===== src/rtl/mem_access_arbiter.sv =====
// rtl/mem_access_arbiter.sv - round-robin arbiter/sequencer sharing one single-port memory
//
// Purpose: grants one of NREQ requesters at a time, drives the memory
// valid/ready handshake for that access, returns read data or a completion
// pulse, and aborts accesses the memory never acknowledges (watchdog).
//
// Ports:
//   clk_i, rst_ni            clock, synchronous active-low reset
//   req_valid_i/wr_i         per-requester request and direction (1=write)
//   req_addr_i/wdata_i       flattened per-requester address / write data
//   done_o, err_o            one-hot completion pulse, timeout qualifier
//   rdata_o                  read data of the last completed read
//   busy_o                   access in flight (ISSUE or RESP)
//   mem_*_o / mem_*_i        memory-side handshake
module mem_access_arbiter #(
  parameter int NREQ    = 4,
  parameter int DWIDTH  = 4,
  parameter int DEPTH   = 16,
  parameter int AWIDTH  = $clog2(DEPTH),
  parameter int TIMEOUT = 15
) (
  input  logic                     clk_i,
  input  logic                     rst_ni,
  input  logic [NREQ-1:0]          req_valid_i,
  input  logic [NREQ-1:0]          req_wr_i,
  input  logic [NREQ*AWIDTH-1:0]   req_addr_i,
  input  logic [NREQ*DWIDTH-1:0]   req_wdata_i,
  output logic [NREQ-1:0]          done_o,
  output logic                     err_o,
  output logic [DWIDTH-1:0]        rdata_o,
  output logic                     busy_o,
  output logic [AWIDTH-1:0]        mem_addr_o,
  output logic [DWIDTH-1:0]        mem_wdata_o,
  output logic                     mem_valid_o,
  output logic                     mem_wr_en_o,
  output logic                     mem_rd_en_o,
  input  logic [DWIDTH-1:0]        mem_rdata_i,
  input  logic                     mem_ready_i
);

  localparam int IW = (NREQ > 1) ? $clog2(NREQ) : 1;
  // With the watchdog disabled the counter is kept at one bit so it still elaborates.
  localparam int CW = (TIMEOUT > 0) ? $clog2(TIMEOUT + 1) : 1;
  // Counter value seen on the edge that completes TIMEOUT cycles of waiting.
  localparam logic [CW-1:0] CNT_LAST = CW'((TIMEOUT > 0) ? TIMEOUT - 1 : 0);

  typedef enum logic [1:0] {
    S_IDLE  = 2'd0,
    S_ISSUE = 2'd1,
    S_RESP  = 2'd2
  } state_e;

  state_e              state_q, state_d;
  logic [IW-1:0]       rr_ptr_q, rr_ptr_d;
  logic [IW-1:0]       win_q, win_d;
  logic [CW-1:0]       cnt_q, cnt_d;
  logic [AWIDTH-1:0]   addr_q, addr_d;
  logic [DWIDTH-1:0]   wdata_q, wdata_d;
  logic                wr_q, wr_d;
  logic                mem_valid_q, mem_valid_d;
  logic                mem_wr_en_q, mem_wr_en_d;
  logic                mem_rd_en_q, mem_rd_en_d;
  logic [NREQ-1:0]     done_q, done_d;
  logic                err_q, err_d;
  logic [DWIDTH-1:0]   rdata_q, rdata_d;
  logic                busy_q, busy_d;

  logic                any_req;
  logic [IW-1:0]       pick;
  logic                timeout_hit;

  // Round-robin pick: first requester at or after rr_ptr, wrapping at NREQ.
  always_comb begin
    int  idx;
    logic found;
    any_req = |req_valid_i;
    pick    = rr_ptr_q;
    found   = 1'b0;
    idx     = 0;
    for (int i = 0; i < NREQ; i++) begin
      idx = int'(rr_ptr_q) + i;
      if (idx >= NREQ) idx = idx - NREQ;
      if (!found && req_valid_i[idx]) begin
        found = 1'b1;
        pick  = idx[IW-1:0];
      end
    end
  end

  assign timeout_hit = (TIMEOUT != 0) && (cnt_q == CNT_LAST);

  // State register (also holds the registered outputs and latched request).
  always_ff @(posedge clk_i) begin
    if (!rst_ni) begin
      state_q     <= S_IDLE;
      rr_ptr_q    <= '0;
      win_q       <= '0;
      cnt_q       <= '0;
      addr_q      <= '0;
      wdata_q     <= '0;
      wr_q        <= 1'b0;
      mem_valid_q <= 1'b0;
      mem_wr_en_q <= 1'b0;
      mem_rd_en_q <= 1'b0;
      done_q      <= '0;
      err_q       <= 1'b0;
      rdata_q     <= '0;
      busy_q      <= 1'b0;
    end else begin
      state_q     <= state_d;
      rr_ptr_q    <= rr_ptr_d;
      win_q       <= win_d;
      cnt_q       <= cnt_d;
      addr_q      <= addr_d;
      wdata_q     <= wdata_d;
      wr_q        <= wr_d;
      mem_valid_q <= mem_valid_d;
      mem_wr_en_q <= mem_wr_en_d;
      mem_rd_en_q <= mem_rd_en_d;
      done_q      <= done_d;
      err_q       <= err_d;
      rdata_q     <= rdata_d;
      busy_q      <= busy_d;
    end
  end

  // Next-state logic.
  always_comb begin
    state_d = state_q;
    case (state_q)
      S_IDLE:  if (any_req) state_d = S_ISSUE;
      S_ISSUE: if (mem_ready_i || timeout_hit) state_d = S_RESP;
      S_RESP:  state_d = S_IDLE;
      default: state_d = S_IDLE;
    endcase
  end

  // Output / datapath next values; done_o and err_o default low so they pulse.
  always_comb begin
    rr_ptr_d    = rr_ptr_q;
    win_d       = win_q;
    cnt_d       = cnt_q;
    addr_d      = addr_q;
    wdata_d     = wdata_q;
    wr_d        = wr_q;
    mem_valid_d = mem_valid_q;
    mem_wr_en_d = mem_wr_en_q;
    mem_rd_en_d = mem_rd_en_q;
    done_d      = '0;
    err_d       = 1'b0;
    rdata_d     = rdata_q;
    busy_d      = busy_q;
    case (state_q)
      S_IDLE: begin
        if (any_req) begin
          win_d       = pick;
          addr_d      = req_addr_i[int'(pick)*AWIDTH +: AWIDTH];
          wdata_d     = req_wdata_i[int'(pick)*DWIDTH +: DWIDTH];
          wr_d        = req_wr_i[pick];
          mem_valid_d = 1'b1;
          mem_wr_en_d = req_wr_i[pick];
          mem_rd_en_d = ~req_wr_i[pick];
          cnt_d       = '0;
          busy_d      = 1'b1;
        end
      end
      S_ISSUE: begin
        cnt_d = cnt_q + 1'b1;
        // Ready wins over a timeout reached on the same edge.
        if (mem_ready_i || timeout_hit) begin
          mem_valid_d   = 1'b0;
          mem_wr_en_d   = 1'b0;
          mem_rd_en_d   = 1'b0;
          done_d[win_q] = 1'b1;
          err_d         = ~mem_ready_i;
          rr_ptr_d      = (win_q == IW'(NREQ - 1)) ? '0 : win_q + 1'b1;
          if (!mem_ready_i)   rdata_d = '0;
          else if (!wr_q)     rdata_d = mem_rdata_i;
        end
      end
      S_RESP: begin
        busy_d = 1'b0;
      end
      default: begin
        busy_d = 1'b0;
      end
    endcase
  end

  assign done_o      = done_q;
  assign err_o       = err_q;
  assign rdata_o     = rdata_q;
  assign busy_o      = busy_q;
  assign mem_addr_o  = addr_q;
  assign mem_wdata_o = wdata_q;
  assign mem_valid_o = mem_valid_q;
  assign mem_wr_en_o = mem_wr_en_q;
  assign mem_rd_en_o = mem_rd_en_q;

endmodule


===== config.mk =====
export PLATFORM = sky130hd
export DESIGN_NAME = mem_access_arbiter
export DESIGN_NICKNAME = d
export VERILOG_FILES = /design/src/rtl/mem_access_arbiter.sv
export SDC_FILE = /design/constraint.sdc
export NUM_CORES = 1
export LEC_CHECK = 0
export BUFFER_PORTS_ARGS = -buffer_cell sky130_fd_sc_hd__buf_2
export CAP_MARGIN = 25
export CORE_MARGIN = 2
export CORE_UTILIZATION = 55
export CTS_BUF_LIST = sky130_fd_sc_hd__clkbuf_8
export CTS_CLUSTER_SIZE = 8
export DETAILED_ROUTE_END_ITERATION = 8
export PLACE_DENSITY = 0.88
export RECOVER_POWER = 50
export REMOVE_ABC_BUFFERS = 1
export SLEW_MARGIN = 5
export SYNTH_ARGS = -nofsm -noshare
export SYNTH_HDL_FRONTEND = slang
export SYNTH_SLANG_ARGS = --single-unit

===== constraint.sdc =====
create_clock -name clk_i -period 4.11 [get_ports clk_i]
set_clock_uncertainty 0.1 [all_clocks]
set_input_delay 1.0275 -clock clk_i [delete_from_list [all_inputs] [get_ports clk_i]]
set_output_delay 1.0275 -clock clk_i [all_outputs]
set_load 0.005 [all_outputs]

== Word-level counts from Yosys, hierarchy flattened ==
Cells that the tools add are included.
W data, S select, Z words.
Storage, ports and cells
  bits in registers: 32
  logic and storage cells: 107
  input bits: 47
  output and inout bits: 21
Operators by class
  reductions and logical operators: 19
  equality and inequality tests: 6
  magnitude comparators: 11
  add/sub/neg operators: 9
  bitwise operators: 3
  multiplexer cells: 43
  shift operators: 2
Operator list (number)
  $lt A32 B4 Y1 const B: 4
  $mux W32: 4
  $shiftx A16 B5 Y4: 2
  $mux W1: 17
  $mux W2: 7
  $mux W4: 3
  $sub A3 B3 Y4 const B: 3
  $bmux W1 S2: 5
  $reduce_and A2 Y1: 5
  $ge A3 B3 Y1 const B: 3
  $reduce_and A3 Y1: 3
  $pmux W1 S2: 4
  $pmux W4 S2: 1
  $add A2 B2 Y3 const B: 2
  $lt A2 B3 Y1 const B: 2
  $ne A2 B2 Y1 const B: 3
  $add A4 B1 Y4 const B: 1
  $eq A4 B4 Y1 const B: 1
  $logic_and A1 B1 Y1: 4
  $pmux W2 S2: 1
  $reduce_or A4 Y1: 1
  $sub A2 B3 Y4 const B: 1
  $add A2 B1 Y3 const B: 1
  $ge A2 B3 Y1 const B: 1
  10 further kinds: 14

== Depth between registers and ports, before layout ==
Gate-level depths: netlist of run 1.
  word-level depth: 20
  mapped depth: 7
  depth with buffers taken out: 7

== Worst setup path before layout of run 1 ==
OpenSTA, ideal clock, no wires.
  path kind: input-to-reg
  start point: in req_valid_i[1]
  end point: reg addr_q[0] (netlist: mem_addr_o[0])
  buffers on the path: 1
  setup slack: 1.722 ns
  required time: 3.862 ns
  stages: 6
  arrival: 2.140 ns
  cells stage by stage: buf_2 nor2_1 a211oi_2 o311ai_2 o31ai_1 a211oi_1
Between the ends
  cells in the longest elaborated chain, start to end: 14
Ends and longest elaborated chain
  start, declared: RTL line 24  | input logic [NREQ-1:0] req_valid_i,
  $bmux W1 S2: RTL line 83  | if (!found && req_valid_i[idx]) begin
  $mux W1 (implied by the code) (2 in a row): RTL line 83
  $mux W1: RTL line 83
  $logic_not A1 Y1: RTL line 83
  $logic_and A1 B1 Y1: RTL line 83
  $mux W1: RTL line 83
  $logic_not A1 Y1: RTL line 83
  $logic_and A1 B1 Y1: RTL line 83
  $mux W1: RTL line 83
  $logic_not A1 Y1: RTL line 83
  $logic_and A1 B1 Y1: RTL line 83
  $mux W2: RTL line 83
  $shiftx A16 B5 Y4: RTL line 157  | addr_d = req_addr_i[int'(pick)*AWIDTH +: AWIDTH];
  end signal, assigned: RTL line 114  | addr_q <= addr_d;
  end, declared: RTL line 57  | logic [AWIDTH-1:0] addr_q, addr_d;
Several ways; a longest one is shown, not always the timed one. The select of a mux whose other input is x is not followed.
A chain may end at the register's enable or synchronous reset.

== Final worst setup path of run 1 ==
  start point: in req_valid_i[3]
  end point: reg addr_q[1] (netlist: mem_addr_o[1])
Same word-level chain as after synthesis.

==> results of run 1 <==
-- tightest hold or removal path: stages, from the launching register on --
cell	delay (ps)
dfxtp_1	320
nand2b_1	70
a21oi_1	60
-- final timing paths --
kind / to / depth (start not counted) / startpoint / slack [ps]
worst max-delay path: mem_addr_o[1]$_SDFFE_PN0P_ / 5 / req_valid_i[3] / 1570
worst min-delay path: busy_o$_SDFFE_PN0P_ / 2 / busy_o$_SDFFE_PN0P_ / 390
worst max register to register: rr_ptr_q[0]$_SDFFE_PN0P_ / 7 / cnt_q[0]$_SDFFE_PN0P_ / 2010
worst min register to register: busy_o$_SDFFE_PN0P_ / 2 / busy_o$_SDFFE_PN0P_ / 390
-- placed cells by master (no fill, tap or decap), types with 2 or more instances in the layout --
cell,instances
a21oi_1,9
a21o_1,4
clkbuf_8,5
nor2_1,13
o211ai_1,2
a211o_1,2
ha_1,6
o31ai_1,8
a31oi_1,11
a211oi_1,16
nor2b_1,4
inv_1,12
o21ai_1,2
o21a_1,10
a22oi_1,4
buf_2,56
nor3_1,4
mux2i_1,8
nand2_1,7
nand2b_1,6
o21ai_0,2
clkbuf_1,10
nor3b_1,2
nand3_1,7
buf_4,2
dfxtp_1,32
nand4_1,5
and3_1,5
-- per-layer routing --
layer	vias to the layer above	track usage, %	share of wire [%]
met2	73	43.8	48
li1	920	-	-
met5	-	0	0
met3	7	7.98	6.7
met1	855	32.3	44
met4	0	9.01	1.3
-- per-stage QoR --
step	cell area, µm²	hold slack, ps	util, %	cells
2_1_floorplan	1750	347	-	197
3_3_place_gp	2160	370	70.1	310
3_5_place_dp	2160	373	70.1	310
4_1_cts	2270	384	73.7	318
5_1_grt	2260	409	73.3	318
6_report	2260	386	73.3	318
-- sequential cells by signal, summed over array words and instances, names as in the netlist --
name and count:
mem_rd_en_o 1, state_q 2, mem_wdata_o 4, mem_valid_o 1, win_q 2, done_o 4, mem_addr_o 4, mem_wr_en_o 1
rdata_o 4, err_o 1, wr_q 1, cnt_q 4, busy_o 1, rr_ptr_q 2
-- power by group through the flow --
stage	Sequential [µW]	Clock, µW	Combinational, µW
2_1_floorplan	360	0	103
4_1_cts	354	305	182
3_5_place_dp	361	0	180
6_report	354	302	180
3_3_place_gp	360	0	177
5_1_grt	358	318	200
-- kinds of logic after synthesis --
group           share of synthesized area [%]
fa+ha+maj                                4.16
simple gates                             17.5
compound gates                           32.3
xor+xnor                                0.486
mux                                      4.44
flops                                    35.5
buf+inv                                  5.55
-- cell type report --
| type | count | area (µm²) | area share (%) |
|---|---|---|---|
| Inverter | 13 | 48.8 | 2.16 |
| Clock inverter | 3 | 42.5 | 1.89 |
| Tap cell | 44 | 55.1 | 2.44 |
| Multi-Input combinational cell | 152 | 1060 | 47.1 |
| Sequential cell | 32 | 641 | 28.4 |
| Clock buffer | 5 | 68.8 | 3.05 |
| Timing Repair Buffer | 69 | 337 | 14.9 |
==> results.tsv, run 1 <==
metric	value	unit
drv.max_cap_violation_count	0	
count_of_mapped_cells_out_of_synthesis	208	
io_buffers	67	
finalPower	836	µW
timing.final.crit_period	2540	ps
floorplan.initialDensity	58.6	%
setup_ws	1570	ps
cp.buffers_inverters	1	
max_stage_delay	620	ps
synth_warnings	0	
vias	1855	
clock_power_share	36.1	%
finalWirelength	4.55	mm
synth_edf_count	0	
insertedDiodeCount	0	
tritoncts	yes	
boundary_pin_count	68	
max_slew_margin_vs_limit	35.8	%
finalSetupTns	0	ps
later_pin_clock_latency_in_the_skew_report	290	ps
fillers	265	
path_class	primary input to register	
synth.lib_cells_used.distinct	43	
final_report_setup_violation_count	0	
num-nets-final	326	
seq_power_share	42.4	%
syn_area	1800	µm²
yosysTopAreaCellShare	35.5	%
library_cell_used_as_clock_root_buffer	clkbuf_8	
ys_top_cells_by_count	32 x dfxtp_1, 16 x a211oi_1, 13 x nor2_1	
grt-ovfl-total	0	
worst_pin_slew	952	ps
post_cts_hold_buffer_count	0	
post-synth-top-count-cell	dfxtp_1	
crit_chain	buf_2 -> nor2_1 -> a211o_1 -> a31oi_1 -> a211oi_1	
rsz0062_at_grt	no	
drc	0	
fmax	394	MHz
max-clock-path-buffers	2	
worst_ep_arrival_time	2580	ps
fp.dieW	61.3	µm
numClockSinks	32	
synth_ff_type	dfxtp_1	
post_detail_place_hpwl	3.29	mm
place.gp.congestion	0.759	
grt_pass1_wl	7.27	mm
crit_path_top_delay_cell	a31oi_1	
synthesis.area_per_instance	8.67	µm²
min_period_over_period	61.8	%
clock_transition_at_the_registers_of_the_reported_paths	70	ps
design.core.area	3080	µm²
cts.repair.resized	0	
endpoint_required_time_on_the_critical_path	4150	ps
drt-vias-per-instance	5.83	
design_internal_power	593	µW
irDropWorstVdd	0.236	mV
die_h	61.3	µm
yosysSeqAreaShare	35.5	%
timing.final.hold_violations	0	
syn_to_final_growth	25.0	%
hold_path.class	register to register	
synth_seq_cells	32	
async_reset_ff_share	0	%
power_per_cell_area	371	nW/µm²
leakage	0.00104	µW
maxSlewViolCount	0	
initial_antenna_violation_count	0	
cts_made_buffers	5	
maximum_number_of_pins_on_one_net_before_global_route_repair	18	
synthDominantAreaCellType	dfxtp_1	
place_worst_setup_slack	1290	ps
ys_top_cells_by_area	dfxtp_1 36%, a211oi_1 6.7%, mux2i_1 4.4%, ha_1 4.2%, o21a_1 4.2%	
worst_setup_start_kind	primary input	
critPathCaptureType	register	
timing.critical_path.fanout_max	11	
detailedRoute.firstIterationViolations	117	
number_of_global_route_vias_before_repair	1637	
ant_nets	0	
dieArea	3750	µm²
post_cts_setup_buffers	0	
power_frac_comb	21.5	%
sw_frac_of_total	29.1	%
run_status	complete, no violations	
globalRouteTotalUtil	26.3	%
worst_path_dominant_cell_family	compound AO/OA/AOI/OAI gates	
switchingPower	243	µW
routedWlPerCell	14.3	µm
row_count	20	
drive_gt1_share	26.6	%
cts_htree_levels	2	
drt_pre_antenna_iters	6	
Power figures use the tool's default switching activity.
==> run 2, diff against run 1 <==
--- a/config.mk
+++ b/config.mk
@@ -5,14 +5,15 @@
 export SDC_FILE = /design/constraint.sdc
 export NUM_CORES = 1
 export LEC_CHECK = 0
+export ABC_AREA = 1
 export BUFFER_PORTS_ARGS = -buffer_cell sky130_fd_sc_hd__buf_2
 export CAP_MARGIN = 25
 export CORE_MARGIN = 2
-export CORE_UTILIZATION = 55
+export CORE_UTILIZATION = 52
 export CTS_BUF_LIST = sky130_fd_sc_hd__clkbuf_8
 export CTS_CLUSTER_SIZE = 8
 export DETAILED_ROUTE_END_ITERATION = 8
-export PLACE_DENSITY = 0.88
+export PLACE_DENSITY = 0.83
 export RECOVER_POWER = 50
 export REMOVE_ABC_BUFFERS = 1
 export SLEW_MARGIN = 5
==> constraint.sdc (replaced) <==
create_clock -name clk_i -period 2.6 [get_ports clk_i]
set_clock_uncertainty 0.1 [all_clocks]
set_input_delay 0.65 -clock clk_i [delete_from_list [all_inputs] [get_ports clk_i]]
set_output_delay 0.65 -clock clk_i [all_outputs]
set_load 0.005 [all_outputs]
==> results.tsv, run 2 <==
metric	value	unit	change
finalPower	1540	µW	was 836 µW
count_of_mapped_cells_out_of_synthesis	315		was 208
top_library_cells_by_usage_in_the_layout_fill_and_taps_aside	116 x nand2_1, 57 x buf_2, 37 x inv_1, 35 x nand3_1, 32 x dfxtp_1		was 56 x buf_2, 32 x dfxtp_1, 16 x a211oi_1, 13 x nor2_1, 12 x inv_1
r2r_cells	14		was 7
syn_to_final_growth	23.5	%	was 25.0%
fin_util	66.5	%	was 73.3%
later_pin_clock_latency_in_the_skew_report	280	ps	was 290 ps
crit_path_top_delay_cell	clkbuf_1		was a31oi_1
detailedRoute.firstIterationViolations	109		was 117
max-clock-path-buffers	2		unchanged
synth_ff_type	dfxtp_1		unchanged
number_of_global_route_vias_before_repair	1843		was 1,637
layout.cells.most_common	nand2_1		was buf_2
finalWirelength	4.45	mm	was 4.55 mm
leakage	0.00138	µW	was 0.00104 µW
timing.final.crit_period	2210	ps	
cp.depth	8		was 5
cts.repair.resized	0		unchanged
clock_transition_at_the_registers_of_the_reported_paths	70	ps	about the same
ys_top_cells_by_area	dfxtp_1 33%, nand2_1 22%, nand3_1 8.9%, inv_1 6.9%, nor2_1 5.6%		was dfxtp_1 36%, a211oi_1 6.7%, mux2i_1 4.4%, ha_1 4.2%, o21a_1 4.2%
timing.critical_path.fanout_max	23		was 11
critPathCapture	mem_wr_en_o$_SDFFE_PN0P_		was mem_addr_o[1]$_SDFFE_PN0P_
post_cts_setup_buffers	0		unchanged
globalRouteTotalUtil	22.6	%	was 26.3%
run_status	complete, no violations		unchanged
max_stage_delay	760	ps	was 620 ps
max_slew_margin_vs_limit	33.0	%	was 35.8%
worst_pin_slew	1010	ps	was 952 ps
endpoint_required_time_on_the_critical_path	2730	ps	was 4150 ps
synthesis.area_per_instance	6.22	µm²	was 8.67 µm²
post_cts_hold_buffer_count	0		unchanged
ant_nets	0		unchanged
num-nets-final	438		was 326
dieArea	4270	µm²	was 3750 µm²
synth_warnings	0		unchanged
tritoncts	yes		unchanged
critPathCaptureType	register		unchanged
grt_pass1_wl	7.59	mm	was 7.27 mm
crit_chain	buf_2 -> nor4_1 -> nor2_1 -> clkbuf_1 -> inv_1 -> a21oi_1 -> nand2_1 -> inv_1		was buf_2 -> nor2_1 -> a211o_1 -> a31oi_1 -> a211oi_1
post_detail_place_hpwl	3.40	mm	was 3.29 mm
synth_edf_count	0		unchanged
fmax	451	MHz	
hold_path.class	register to register		unchanged
finalHoldWorstSlack	363	ps	was 386 ps
route.met3.wl	364	µm	was 306 µm
routed.top_layer	met4		unchanged
grt-ovfl-total	0		unchanged
fp.dieW	65.4	µm	was 61.3 µm
die_h	65.4	µm	was 61.3 µm
drt-vias-per-instance	4.87		was 5.83
drt_pre_antenna_iters	4		was 6
io_buffers	67		unchanged
place.gp.congestion	0.855		was 0.759
worst_setup_start_kind	primary input		unchanged
min_period_over_period	85.2	%	
timing.rr.start	rr_ptr_q[0]$_SDFFE_PN0P_		was cnt_q[0]$_SDFFE_PN0P_
rsz0062_at_grt	no		unchanged
cts_htree_levels	2		unchanged
most_common_cell_on_crit_path	inv_1		
worst_path_dominant_cell_family	buffers and inverters		was compound AO/OA/AOI/OAI gates
drive_gt1_share	22.5	%	was 26.6%
syn_area	1960	µm²	was 1800 µm²
yosysSeqAreaShare	32.7	%	was 35.5%
numClockSinks	32		unchanged
power_per_cell_area	635	nW/µm²	was 371 nW/µm²
synthDominantAreaCellType	dfxtp_1		unchanged
boundary_pin_count	68		unchanged
path_class	primary input to register		unchanged
cts_made_buffers	5		unchanged
floorplan.initialDensity	53.9	%	was 58.6%
timing.final.hold_violations	0		unchanged
final_report_setup_violation_count	0		unchanged
initial_antenna_violation_count	0		unchanged
library_cell_used_as_clock_root_buffer	clkbuf_8		unchanged
met2_length	2.01	mm	was 2.19 mm
ys_top_cells_by_count	116 x nand2_1, 36 x inv_1, 35 x nand3_1		was 32 x dfxtp_1, 16 x a211oi_1, 13 x nor2_1
insertedDiodeCount	0		unchanged
routedWlPerCell	10.3	µm	was 14.3 µm
drv.max_cap_violation_count	0		unchanged
maxSlewViolCount	0		unchanged
drc	0		unchanged
worst_reg_to_reg_setup_slack	400	ps	was 2010 ps
synth_seq_cells	32		unchanged
async_reset_ff_share	0	%	unchanged
drt-met1-wl	2.01	mm	was 2.00 mm
finalSetupTns	0	ps	unchanged
vias	2112		was 1,855
design.core.area	3630	µm²	was 3080 µm²
worst_reg2reg_path_endpoint	mem_rd_en_o$_SDFFE_PN0P_		was rr_ptr_q[0]$_SDFFE_PN0P_
post-synth-top-count-cell	nand2_1		was dfxtp_1
maximum_number_of_pins_on_one_net_before_global_route_repair	24		was 18
cp.buffers_inverters	4		was 1
irDropWorstVdd	0.354	mV	was 0.236 mV
critical_path.startpoint	req_valid_i[0]		was req_valid_i[3]
worst_ep_arrival_time	2340	ps	was 2580 ps
row_count	22		was 20
yosysTopAreaCellShare	32.7	%	was 35.5%
synth.lib_cells_used.distinct	24		was 43
## run 2: cell types whose count changed after synthesis, sizes merged, moves of 10 or more
cell / delta
a211oi: -16
a21oi: +10
a31oi: -11
inv: +28
nand2: +120
nand3: +30
nor2: +17
o21a: -10
## run 2: worst min path at each step
stage / cells after the start / start / slack, ps / end
6_report: 2 / busy_o$_SDFFE_PN0P_ / 360 / busy_o$_SDFFE_PN0P_
3_3_place_gp: 2 / busy_o$_SDFFE_PN0P_ / 350 / busy_o$_SDFFE_PN0P_
5_1_grt: 2 / rdata_o[2]$_SDFFE_PN0P_ / 400 / rdata_o[2]$_SDFFE_PN0P_
3_5_place_dp: 2 / busy_o$_SDFFE_PN0P_ / 360 / busy_o$_SDFFE_PN0P_
2_1_floorplan: 2 / rdata_o[0]$_SDFFE_PN0P_ / 360 / rdata_o[0]$_SDFFE_PN0P_
4_1_cts: 2 / busy_o$_SDFFE_PN0P_ / 370 / busy_o$_SDFFE_PN0P_
## run 2: power breakdown
group | switching, µW | internal [µW]
sequential | 32.3 | 542
combinational | 315 | 185
clock | 181 | 280
## run 2: worst min-delay path: cells and delay by family (launching register included)
kind	cells	cell delay, ps
flops	1	310
compound gates	1	50
simple gates	1	60
## run 2: final cells by class
type	count	area (µm²)
sequential	32	641
fill	362	1220
multi-input combinational	233	1100
tap	48	60.1
clock buffer	5	68.8
clock inverter	3	38.8
inverter	41	154
timing repair buffer	72	357
## run 2: cell families after synthesis
family	share of synthesized area [%]
and+or+nand+nor	45.2
buffers and inverters	11.2
DFF	32.7
AOI/OAI and AO/OA	7.09
adders and majority gates	3.83
## run 2: per-stage QoR
step	instance area [µm²]	setup WS, ps	std cells
after floorplan	1890	506	306
after global placement	2330	378	426
after detailed placement	2330	326	426
after CTS	2430	423	434
after global routing	2420	196	434
final	2420	385	434
## run 2: per-layer routing
metal	global-route usage, %	up-vias
li1	-	1119
met1	27.2	918
met2	38.0	70
met3	5.65	5
met4	9.90	0
met5	0	-
